**src/rtl/mem_request_unit_if.sv**
```systemverilog
// Bundle of the core-side and RAM-side signals of the memory request unit.
// The master modport is the sequencer's view; slave is the core/RAM environment.
interface mem_request_unit_if #(
    parameter int ADDR_W = 32,
    parameter int DATA_W = 32
);
    logic [ADDR_W-1:0] pc_addr;
    logic [ADDR_W-1:0] dmem_addr;
    logic [DATA_W-1:0] dmem_store;
    logic              mem_read;
    logic              mem_write;
    logic              halt;
    logic              ram_ready;
    logic [DATA_W-1:0] ram_load;
    logic [ADDR_W-1:0] ram_addr;
    logic [DATA_W-1:0] ram_store;
    logic              ram_ren;
    logic              ram_wen;
    logic [DATA_W-1:0] imemload;
    logic [DATA_W-1:0] dmemload;
    logic              i_ready;
    logic              d_ready;
    logic              pc_en;
    logic              halted;
    logic              bus_err;

    modport master (
        input  pc_addr, dmem_addr, dmem_store, mem_read, mem_write, halt,
               ram_ready, ram_load,
        output ram_addr, ram_store, ram_ren, ram_wen, imemload, dmemload,
               i_ready, d_ready, pc_en, halted, bus_err
    );

    modport slave (
        output pc_addr, dmem_addr, dmem_store, mem_read, mem_write, halt,
               ram_ready, ram_load,
        input  ram_addr, ram_store, ram_ren, ram_wen, imemload, dmemload,
               i_ready, d_ready, pc_en, halted, bus_err
    );
endinterface

```
**src/rtl/mem_request_unit.sv**
```systemverilog
// Multi-cycle sequencer sharing one RAM port between instruction fetch and data access.
// Optional ram_ready timeout is enabled by defining MRU_TIMEOUT_EN.
module mem_request_unit #(
    parameter int ADDR_W      = 32,
    parameter int DATA_W      = 32,
    parameter int TIMEOUT_CYC = 255
) (
    input logic                 clk,
    input logic                 nRST,
    mem_request_unit_if.master  bus
);

    typedef enum logic [2:0] {IDLE, FETCH, EXEC, DATA, WB, HALT} state_e;

    state_e            state_q, state_d;
    logic [DATA_W-1:0] imemload_q, imemload_d;
    logic [DATA_W-1:0] dmemload_q, dmemload_d;
    logic              bus_err_q, bus_err_d;
    logic              is_write_q, is_write_d;

    if (TIMEOUT_CYC < 1) begin : g_bad_timeout
        $error("mem_request_unit: TIMEOUT_CYC must be at least 1");
    end

`ifdef MRU_TIMEOUT_EN
    localparam int              CNT_W    = $clog2(TIMEOUT_CYC + 1);
    localparam logic [CNT_W-1:0] CNT_LAST = CNT_W'(TIMEOUT_CYC - 1);

    logic [CNT_W-1:0] wait_cnt_q, wait_cnt_d;
`endif

    always_comb begin
        state_d    = state_q;
        imemload_d = imemload_q;
        dmemload_d = dmemload_q;
        bus_err_d  = bus_err_q;
        is_write_d = is_write_q;
`ifdef MRU_TIMEOUT_EN
        wait_cnt_d = '0;
`endif
        case (state_q)
            IDLE:  state_d = FETCH;
            FETCH: begin
                if (bus.ram_ready) begin
                    imemload_d = bus.ram_load;
                    state_d    = EXEC;
                end
            end
            EXEC: begin
                if (bus.halt) begin
                    state_d = HALT;
                end else if (bus.mem_write) begin
                    is_write_d = 1'b1;
                    bus_err_d  = bus_err_q | bus.mem_read;
                    state_d    = DATA;
                end else if (bus.mem_read) begin
                    is_write_d = 1'b0;
                    state_d    = DATA;
                end else begin
                    state_d = FETCH;
                end
            end
            DATA: begin
                if (bus.ram_ready) begin
                    if (!is_write_q) begin
                        dmemload_d = bus.ram_load;
                    end
                    state_d = WB;
                end
            end
            WB:      state_d = FETCH;
            HALT:    state_d = HALT;
            default: state_d = IDLE;
        endcase
`ifdef MRU_TIMEOUT_EN
        // Counter only runs while stalled; entering FETCH/DATA always follows a cycle where it was cleared.
        if ((state_q == FETCH || state_q == DATA) && !bus.ram_ready) begin
            if (wait_cnt_q == CNT_LAST) begin
                bus_err_d = 1'b1;
                state_d   = HALT;
            end else begin
                wait_cnt_d = wait_cnt_q + 1'b1;
            end
        end
`endif
    end

    always_ff @(posedge clk or negedge nRST) begin
        if (!nRST) begin
            state_q    <= IDLE;
            imemload_q <= '0;
            dmemload_q <= '0;
            bus_err_q  <= 1'b0;
            is_write_q <= 1'b0;
`ifdef MRU_TIMEOUT_EN
            wait_cnt_q <= '0;
`endif
        end else begin
            state_q    <= state_d;
            imemload_q <= imemload_d;
            dmemload_q <= dmemload_d;
            bus_err_q  <= bus_err_d;
            is_write_q <= is_write_d;
`ifdef MRU_TIMEOUT_EN
            wait_cnt_q <= wait_cnt_d;
`endif
        end
    end

    // RAM address follows the live pc/alu values so a PC advanced at the EXEC edge is fetched directly.
    assign bus.ram_ren   = (state_q == FETCH) || (state_q == DATA && !is_write_q);
    assign bus.ram_wen   = (state_q == DATA) && is_write_q;
    assign bus.ram_addr  = (state_q == FETCH) ? bus.pc_addr :
                           (state_q == DATA)  ? bus.dmem_addr : '0;
    assign bus.ram_store = (state_q == DATA && is_write_q) ? bus.dmem_store : '0;

    assign bus.imemload = imemload_q;
    assign bus.dmemload = dmemload_q;
    assign bus.i_ready  = (state_q == EXEC) || (state_q == DATA) || (state_q == WB);
    assign bus.d_ready  = (state_q == WB);
    assign bus.halted   = (state_q == HALT);
    assign bus.bus_err  = bus_err_q;

    // A non-memory instruction retires from EXEC, so its strobe depends on the control decode this cycle.
    assign bus.pc_en = (state_q == WB) ||
                       (state_q == EXEC && !bus.halt && !bus.mem_write && !bus.mem_read);

endmodule

```
**src/flat_wrapper.sv**
```systemverilog
// flat-port wrapper written by rule: the top's interface ports become plain ports
module mem_request_unit_flat 
#(
    parameter int ADDR_W      = 32,
    parameter int DATA_W      = 32,
    parameter int TIMEOUT_CYC = 255
)
  (clk, nRST, bus_pc_addr, bus_dmem_addr, bus_dmem_store, bus_mem_read, bus_mem_write, bus_halt, bus_ram_ready, bus_ram_load, bus_ram_addr, bus_ram_store, bus_ram_ren, bus_ram_wen, bus_imemload, bus_dmemload, bus_i_ready, bus_d_ready, bus_pc_en, bus_halted, bus_bus_err);
  mem_request_unit_if #(.ADDR_W(ADDR_W), .DATA_W(DATA_W)) bus_i ();
  input logic clk;
  input logic nRST;
  input wire logic [$bits(bus_i.pc_addr)-1:0] bus_pc_addr;
  input wire logic [$bits(bus_i.dmem_addr)-1:0] bus_dmem_addr;
  input wire logic [$bits(bus_i.dmem_store)-1:0] bus_dmem_store;
  input wire logic [$bits(bus_i.mem_read)-1:0] bus_mem_read;
  input wire logic [$bits(bus_i.mem_write)-1:0] bus_mem_write;
  input wire logic [$bits(bus_i.halt)-1:0] bus_halt;
  input wire logic [$bits(bus_i.ram_ready)-1:0] bus_ram_ready;
  input wire logic [$bits(bus_i.ram_load)-1:0] bus_ram_load;
  output wire logic [$bits(bus_i.ram_addr)-1:0] bus_ram_addr;
  output wire logic [$bits(bus_i.ram_store)-1:0] bus_ram_store;
  output wire logic [$bits(bus_i.ram_ren)-1:0] bus_ram_ren;
  output wire logic [$bits(bus_i.ram_wen)-1:0] bus_ram_wen;
  output wire logic [$bits(bus_i.imemload)-1:0] bus_imemload;
  output wire logic [$bits(bus_i.dmemload)-1:0] bus_dmemload;
  output wire logic [$bits(bus_i.i_ready)-1:0] bus_i_ready;
  output wire logic [$bits(bus_i.d_ready)-1:0] bus_d_ready;
  output wire logic [$bits(bus_i.pc_en)-1:0] bus_pc_en;
  output wire logic [$bits(bus_i.halted)-1:0] bus_halted;
  output wire logic [$bits(bus_i.bus_err)-1:0] bus_bus_err;
  assign bus_i.pc_addr = bus_pc_addr;
  assign bus_i.dmem_addr = bus_dmem_addr;
  assign bus_i.dmem_store = bus_dmem_store;
  assign bus_i.mem_read = bus_mem_read;
  assign bus_i.mem_write = bus_mem_write;
  assign bus_i.halt = bus_halt;
  assign bus_i.ram_ready = bus_ram_ready;
  assign bus_i.ram_load = bus_ram_load;
  assign bus_ram_addr = bus_i.ram_addr;
  assign bus_ram_store = bus_i.ram_store;
  assign bus_ram_ren = bus_i.ram_ren;
  assign bus_ram_wen = bus_i.ram_wen;
  assign bus_imemload = bus_i.imemload;
  assign bus_dmemload = bus_i.dmemload;
  assign bus_i_ready = bus_i.i_ready;
  assign bus_d_ready = bus_i.d_ready;
  assign bus_pc_en = bus_i.pc_en;
  assign bus_halted = bus_i.halted;
  assign bus_bus_err = bus_i.bus_err;
  mem_request_unit #(.ADDR_W(ADDR_W), .DATA_W(DATA_W), .TIMEOUT_CYC(TIMEOUT_CYC)) u_core (.clk(clk), .nRST(nRST), .bus(bus_i));
endmodule
```
**config.mk**
```make
export PLATFORM = sky130hd
export DESIGN_NAME = mem_request_unit_flat
export DESIGN_NICKNAME = d
export VERILOG_FILES = /design/src/rtl/mem_request_unit_if.sv /design/src/rtl/mem_request_unit.sv /design/src/flat_wrapper.sv
export SDC_FILE = /design/constraint.sdc
export NUM_CORES = 1
export LEC_CHECK = 0
export BUFFER_PORTS_ARGS = -buffer_cell sky130_fd_sc_hd__clkbuf_2
export CORE_ASPECT_RATIO = 1.4
export CORE_MARGIN = 10
export CORE_UTILIZATION = 35
export DETAILED_ROUTE_END_ITERATION = 10
export GPL_ROUTABILITY_DRIVEN = 0
export GPL_TIMING_DRIVEN = 0
export PLACE_DENSITY = 0.75
export SLEW_MARGIN = 20
export SYNTH_ARGS = -nofsm -noshare
export SYNTH_HDL_FRONTEND = slang
export SYNTH_SLANG_ARGS = --single-unit
```
**constraint.sdc**
```tcl
create_clock -name clk -period 1.52 [get_ports clk]
set_input_delay 0.228 -clock clk [delete_from_list [all_inputs] [get_ports clk]]
set_output_delay 0.228 -clock clk [all_outputs]
set_load 0.02 [all_outputs]
```
==> results.yml, run 1 <==
run_status:
  status: "finished, violations left"
  violations: "negative setup slack"
yosys:
  ys_seq_area_frac: 0.531
  synthCells: 250
  avgSynthCellArea_um2: 13.0
  synth_edf_count: 0
  synth_cell_types: 25
  synth_area_um2: 3250
  synth-main-ff-cell: "dfrtp_1"
  yosysWarnings: 0
  syn_nets: 384
  ys_async_sr_fraction: 1.00
  ys_ff_latch: 69
power:
  powerDensity_nw_per_um2: 2330
  leakage_nw: 3.48
  irDropWorstVdd_mv: 1.51
  power_mw: 15.8
worst_setup_path:
  reg2reg_depth: 8
  start_kind: "flip-flop"
  cp_data_arrival_time_ns: 1.72
  critPathKind: "reg2out"
  rr_endpoint: "u_core.bus.imemload[4]$_DFFE_PN0P_"
  cp.required_ns: 1.29
  rr_startpoint: "u_core.state_q[1]$_DFFE_PN0P_"
  cp_max_fo: 7
  rrSetupSlack_ns: -0.38
  end_kind: "output pin"
  critPathLaunch: "u_core.state_q[1]$_DFFE_PN0P_"
routing:
  vias_per_cell: 5.30
  avgRoutedWirePerCell_um: 25.6
  ant_nets: 0
  vias: 3585
  totalWireLength_um: 17300
  drc_errors: 0
  firstDrtPassIters: 4
  drtIter0Drc: 176
timing:
  drv_slew: 0
  min_period_over_period: 1.28
  rsz0062_at_grt: "true"
  final.setup_skew_ns: 0.0112
  holdWs_ns: 0.132
  layout_setup_ws_ns: -0.423
  hold_viol: 0
  fin_tns_setup_ns: -40.07
  slew_headroom: 0.817
  fin_crit_ns: 1.94
  worst_pin_slew_ns: 0.274
  setup_viol: 131
  max_freq_mhz: 515
global_routing:
  overflow: 0
  grt_max_degree: 55
  antenna_found_initial: 0
  grt_pass1_wl_um: 23600
  first_global_vias: 3940
  grt_usage: 0.226
flow_run:
  drv_cap: 0
layout:
  drive_gt1_frac: 0.770
  seqCellArea_um2: 1730
  finalInstanceArea_um2: 6770
  final_common_cell: "clkbuf_2"
  fill_cells: 533
  final_cell_mix: "clkbuf_2, dfrtp_1, buf_8, mux2_4"
  diodes: 0
  synthToLayoutAreaGrowth_pct: 108
  fin_nets: 699
  fin_util: 0.750
  multi_input_area_um2: 1780
clocking:
  cts_root_buf: "clkbuf_16"
  clock-sinks: 69
  clk_path_buf_depth: 2
  insertion_delay_ns: 0.33
  clk_transition_reported_paths_ns: 0.06
  htreeDepth: 3
  cts_tree: "done"
  cts_made_buffers: 9
die:
  rows: 41
  core_area_um2: 9030
  io_pins: 269
  die_area_um2: 13600
  die_width_um: 101
  die_y_um: 134
  start_util: 0.360
worst_hold_path:
  hold_end: "u_core.bus.imemload[25]$_DFFE_PN0P_"
  hold_path.class: "in2reg"
  holdCritStartpoint: "bus_ram_load[25]"
  hold_depth: 2
placement:
  dp_hpwl_um: 11400
  portBuffers: 268
  postPlaceCellArea_um2: 4810
## critical path, stage by stage, from the launching register on
cell and delay, ns:
dfrtp_1 0.36, buf_6 0.13, nand2_4 0.05, nor2_4 0.16, buf_8 0.19, clkbuf_16 0.15
a22o_1 0.17, clkbuf_8 0.16
## report_power, final
| group | leakage [nW] | switching [mW] | internal (mW) |
|---|---|---|---|
| registers | 0.819 | 0.564 | 2.79 |
| clock network | 0.145 | 0.741 | 1.30 |
| logic | 2.51 | 5.07 | 5.30 |
| total | 3.48 | 6.37 | 9.39 |
## worst max-delay path by stage
stage                                               to  slack [ns]  depth (start not counted)
finish                                bus_ram_addr[25]       -0.42                          7
global route                          bus_ram_addr[25]       -0.46                          7
CTS                                   bus_ram_addr[22]       -0.39                          6
detailed placement                    bus_ram_addr[22]       -0.40                          5
global placement                      bus_ram_addr[22]       -0.39                          5
floorplan           u_core.bus.dmemload[0]$_DFFE_PN0P_       -0.05                          5
## cell type report
cell class / instances / area share
sequential: 69 / 0.255
timing repair buffer: 306 / 0.375
multi-input combinational: 157 / 0.263
clock buffer: 11 / 0.0359
buffer: 21 / 0.0429
clock inverter: 4 / 0.00721
tap: 107 / 0.0198
inverter: 1 / 0.000555
## stage by stage
stage                     cells  setup slack (ns)
after detailed placement    626            -0.400
after floorplan             250           -0.0494
final                       676            -0.423
after CTS                   674            -0.387
after global routing        676            -0.461
after global placement      625            -0.390
## state kept, by name (all words and copies together) (netlist names)
name                 cells
u_core.state_q           3
u_core.bus.dmemload     32
u_core.is_write_q        1
u_core.bus.bus_err       1
u_core.bus.imemload     32
## cell families after synthesis
logic type             share of synthesized area
multiplexers                               0.225
AND/OR/NAND/NOR                            0.105
AO/OA/AOI/OAI                              0.101
buffers and inverters                     0.0392
flip-flops                                 0.531
## synth_stat cells, drive strengths merged, types with 2 or more instances
cell type | count | area share
nand2 | 9 | 0.011
a22o | 33 | 0.089
dfrtp | 69 | 0.53
and3 | 32 | 0.062
and2 | 2 | 0.0038
nor2 | 5 | 0.0058
nor3b | 2 | 0.012
clkbuf | 10 | 0.012
mux2 | 64 | 0.22
buf | 13 | 0.027
## what timing repair did
item | 4_1_cts | 5_1_grt
resized for setup | 214 | 119
setup buffers | 22 | 4
hold endpoints to repair | 15 | 0
hold buffers | 1 | 0
gates cloned | 11 | 2
pin swaps | 20 | 31
endpoints found under the setup margin | 136 | 133
## routing by layer
layer / vias up / track usage / part of all wire
met5: - / 0 / 0
met3: 57 / 0.0781 / 0.088
li1: 1553 / - / -
met1: 1744 / 0.216 / 0.32
met2: 231 / 0.416 / 0.53
met4: 0 / 0.0978 / 0.057
Power figures use the tool's default switching activity.
==> run 2: changes to the inputs <==
Settings changed: CORE_ASPECT_RATIO 1.4 to 1.5.
==> run 2 against run 1 <==
- the flow still finishes with violations (negative setup slack)
- first-iteration DRC count is 6.3% lower
- hold slack hardly changed
- sequential share of layout area is 0.92 points higher
- sequential cell count stayed put
- critical path type unchanged
- critical path depth is 1 lower
- total power is 0.34% lower
- clock power is 19% higher
- wire length is 6.6% lower
- non-clock buffer count is 2 lower
- combinational power is 4% lower
- core utilization is 3.6 points lower
- setup slack better by 0.017 ns
==> results.yml, run 2 (synthesized netlist as in run 1, its figures left out) <==
power:
  p_seq_frac: 0.213
  powerDensity_nw_per_um2: 2400
  power_mw: 15.7
  irDropWorstVdd_mv: 1.67
  power.switching_mw: 6.28
  power_frac_comb: 0.633
  power.share.switching: 0.400
  pwr-share-clk: 0.154
  leakage_nw: 3.47
  internal_power_mw: 9.42
routing:
  drtIter0Drc: 165
  vias_per_cell: 5.17
  highest_layer: "met4"
  route.met3.wl_um: 1670
  firstDrtPassIters: 4
  totalWireLength_um: 16200
  m1WireLength_um: 5340
  vias: 3514
  avgRoutedWirePerCell_um: 23.8
  ant_nets: 0
  met2_wirelength_um: 8410
  drc_errors: 0
run_status:
  violations: "negative setup slack"
  status: "finished, violations left"
worst_setup_path:
  cp_data_arrival_time_ns: 1.70
  crit_path_top_delay_cell: "dfrtp_1"
  cp_max_fo: 10
  end_kind: "output pin"
  path_cells: "buf_6 -> nor3b_4 -> buf_6 -> clkbuf_16 -> a22o_1 -> clkbuf_8"
  start_kind: "flip-flop"
  cp.required_ns: 1.29
  cpMostUsedCell: "buf_6"
  critPathKind: "reg2out"
  critPathMaxStageDelay_ns: 0.38
flow_run:
  drv_cap: 0
timing:
  hold_viol: 0
  slew_headroom: 0.705
  drv_slew: 0
  worst_pin_slew_ns: 0.442
  fin_crit_ns: 1.93
  setup_viol: 131
  final.setup_skew_ns: 0.0105
  layout_setup_ws_ns: -0.406
  max_freq_mhz: 519
  min_period_over_period: 1.27
  rsz0062_at_grt: "true"
clocking:
  htreeDepth: 3
  cts_tree: "done"
  clk_path_buf_depth: 2
  cts_made_buffers: 9
  clock-sinks: 69
  cts_root_buf: "clkbuf_16"
  clk_transition_reported_paths_ns: 0.06
  insertion_delay_ns: 0.33
die:
  start_util: 0.356
  die_y_um: 138
  core_area_um2: 9150
  io_pins: 269
  die_width_um: 98.7
  die_area_um2: 13600
  rows: 43
global_routing:
  first_global_vias: 3602
  grt_usage: 0.208
  antenna_found_initial: 2
  grt_max_degree: 40
  overflow: 0
  grt_pass1_wl_um: 22000
layout:
  diodes: 0
  multi_input_area_um2: 1740
  drive_gt1_frac: 0.741
  final_common_cell: "clkbuf_2"
  final_cell_mix: "clkbuf_2, dfrtp_1, buf_6, mux2_4, a22o_1"
  synthToLayoutAreaGrowth_pct: 101
  fin_nets: 697
  instances_no_fill: 680
  fill_cells: 602
  seqCellArea_um2: 1730
placement:
  placed_cells: 631
  dp_hpwl_um: 11500
  portBuffers: 268
worst_hold_path:
  hold_path.class: "in2reg"
-- run 2: changes by cell type in the layout (fill, tap and decap cells not counted), moves of 8 or more --
cell,change
and3_4,-13
buf_8,-19
clkbuf_8,-17
buf_6,+25
mux2_2,-9
mux2_4,+8
and3_1,+13
-- run 2: timing repair --
item / 4_1_cts / 5_1_grt
setup buffers: 17 / 11
gates resized for setup: 139 / 174
pin swaps: 14 / 18
hold endpoints to repair: 30 / 0
endpoints found under the setup margin: 132 / 132
hold buffers: 1 / 0
gates cloned: 7 / 2
-- run 2: final timing paths --
kind | startpoint | cells after the start | to | slack, ns
hold reg to reg | u_core.bus.imemload[18]$_DFFE_PN0P_ | 1 | u_core.bus.imemload[18]$_DFFE_PN0P_ | 0.49
max in group asynchronous | nRST | 3 | u_core.is_write_q$_DFFE_PN0P_ | 0.51
setup / recovery | u_core.state_q[1]$_DFFE_PN0P_ | 6 | bus_ram_addr[17] | -0.41
min in group asynchronous | nRST | 2 | u_core.bus.dmemload[8]$_DFFE_PN0P_ | 0.42
hold / removal | bus_ram_load[24] | 2 | u_core.bus.imemload[24]$_DFFE_PN0P_ | 0.13
setup reg to reg | u_core.state_q[1]$_DFFE_PN0P_ | 7 | u_core.bus.imemload[5]$_DFFE_PN0P_ | -0.33
-- run 2: routing by layer --
| metal | track usage | vias up |
|---|---|---|
| met5 | 0 | - |
| met4 | 0.0795 | 0 |
| met3 | 0.103 | 47 |
| met2 | 0.369 | 207 |
| met1 | 0.198 | 1702 |
| li1 | - | 1558 |
-- run 2: layout make-up --
| cell class | count | area share |
|---|---|---|
| Buffer | 19 | 0.0381 |
| Clock buffer | 9 | 0.0345 |
| Clock inverter | 7 | 0.0186 |
| Inverter | 1 | 0.000575 |
| Multi-Input combinational cell | 157 | 0.267 |
| Sequential cell | 69 | 0.265 |
| Tap cell | 112 | 0.0215 |
| Timing Repair Buffer | 306 | 0.355 |
-- run 2: power groups by stage --
stage                     Combinational, mW  Clock (mW)  Sequential, mW
after floorplan                        3.30           0            4.33
after global placement                 6.87           0            3.22
after detailed placement               6.99           0            3.28
after CTS                              8.81        2.45            3.31
after global routing                   10.4        2.55            3.45
final                                  9.94        2.42            3.35
-- run 2: worst max-delay path, delay by kind of cell (launching register included) --
kind                   cells  cell delay [ns]
DFF                        1             0.38
buffers and inverters      4             0.62
and+or+nand+nor            1             0.19
AOI/OAI and AO/OA          1             0.18
-- run 2: per-stage QoR --
| stage | area (um2) | hold slack (ns) | utilization | setup WS (ns) | setup TNS [ns] |
|---|---|---|---|---|---|
| floorplan | 3310 | -0.0676 | - | -0.0494 | -2.41 |
| global placement | 4790 | 0.454 | 0.524 | -0.337 | -40.70 |
| detailed placement | 4810 | 0.227 | 0.526 | -0.365 | -28.95 |
| CTS | 6020 | 0.121 | 0.658 | -0.384 | -36.83 |
| global route | 6530 | 0.133 | 0.714 | -0.460 | -43.70 |
| finish | 6530 | 0.133 | 0.714 | -0.406 | -36.13 |
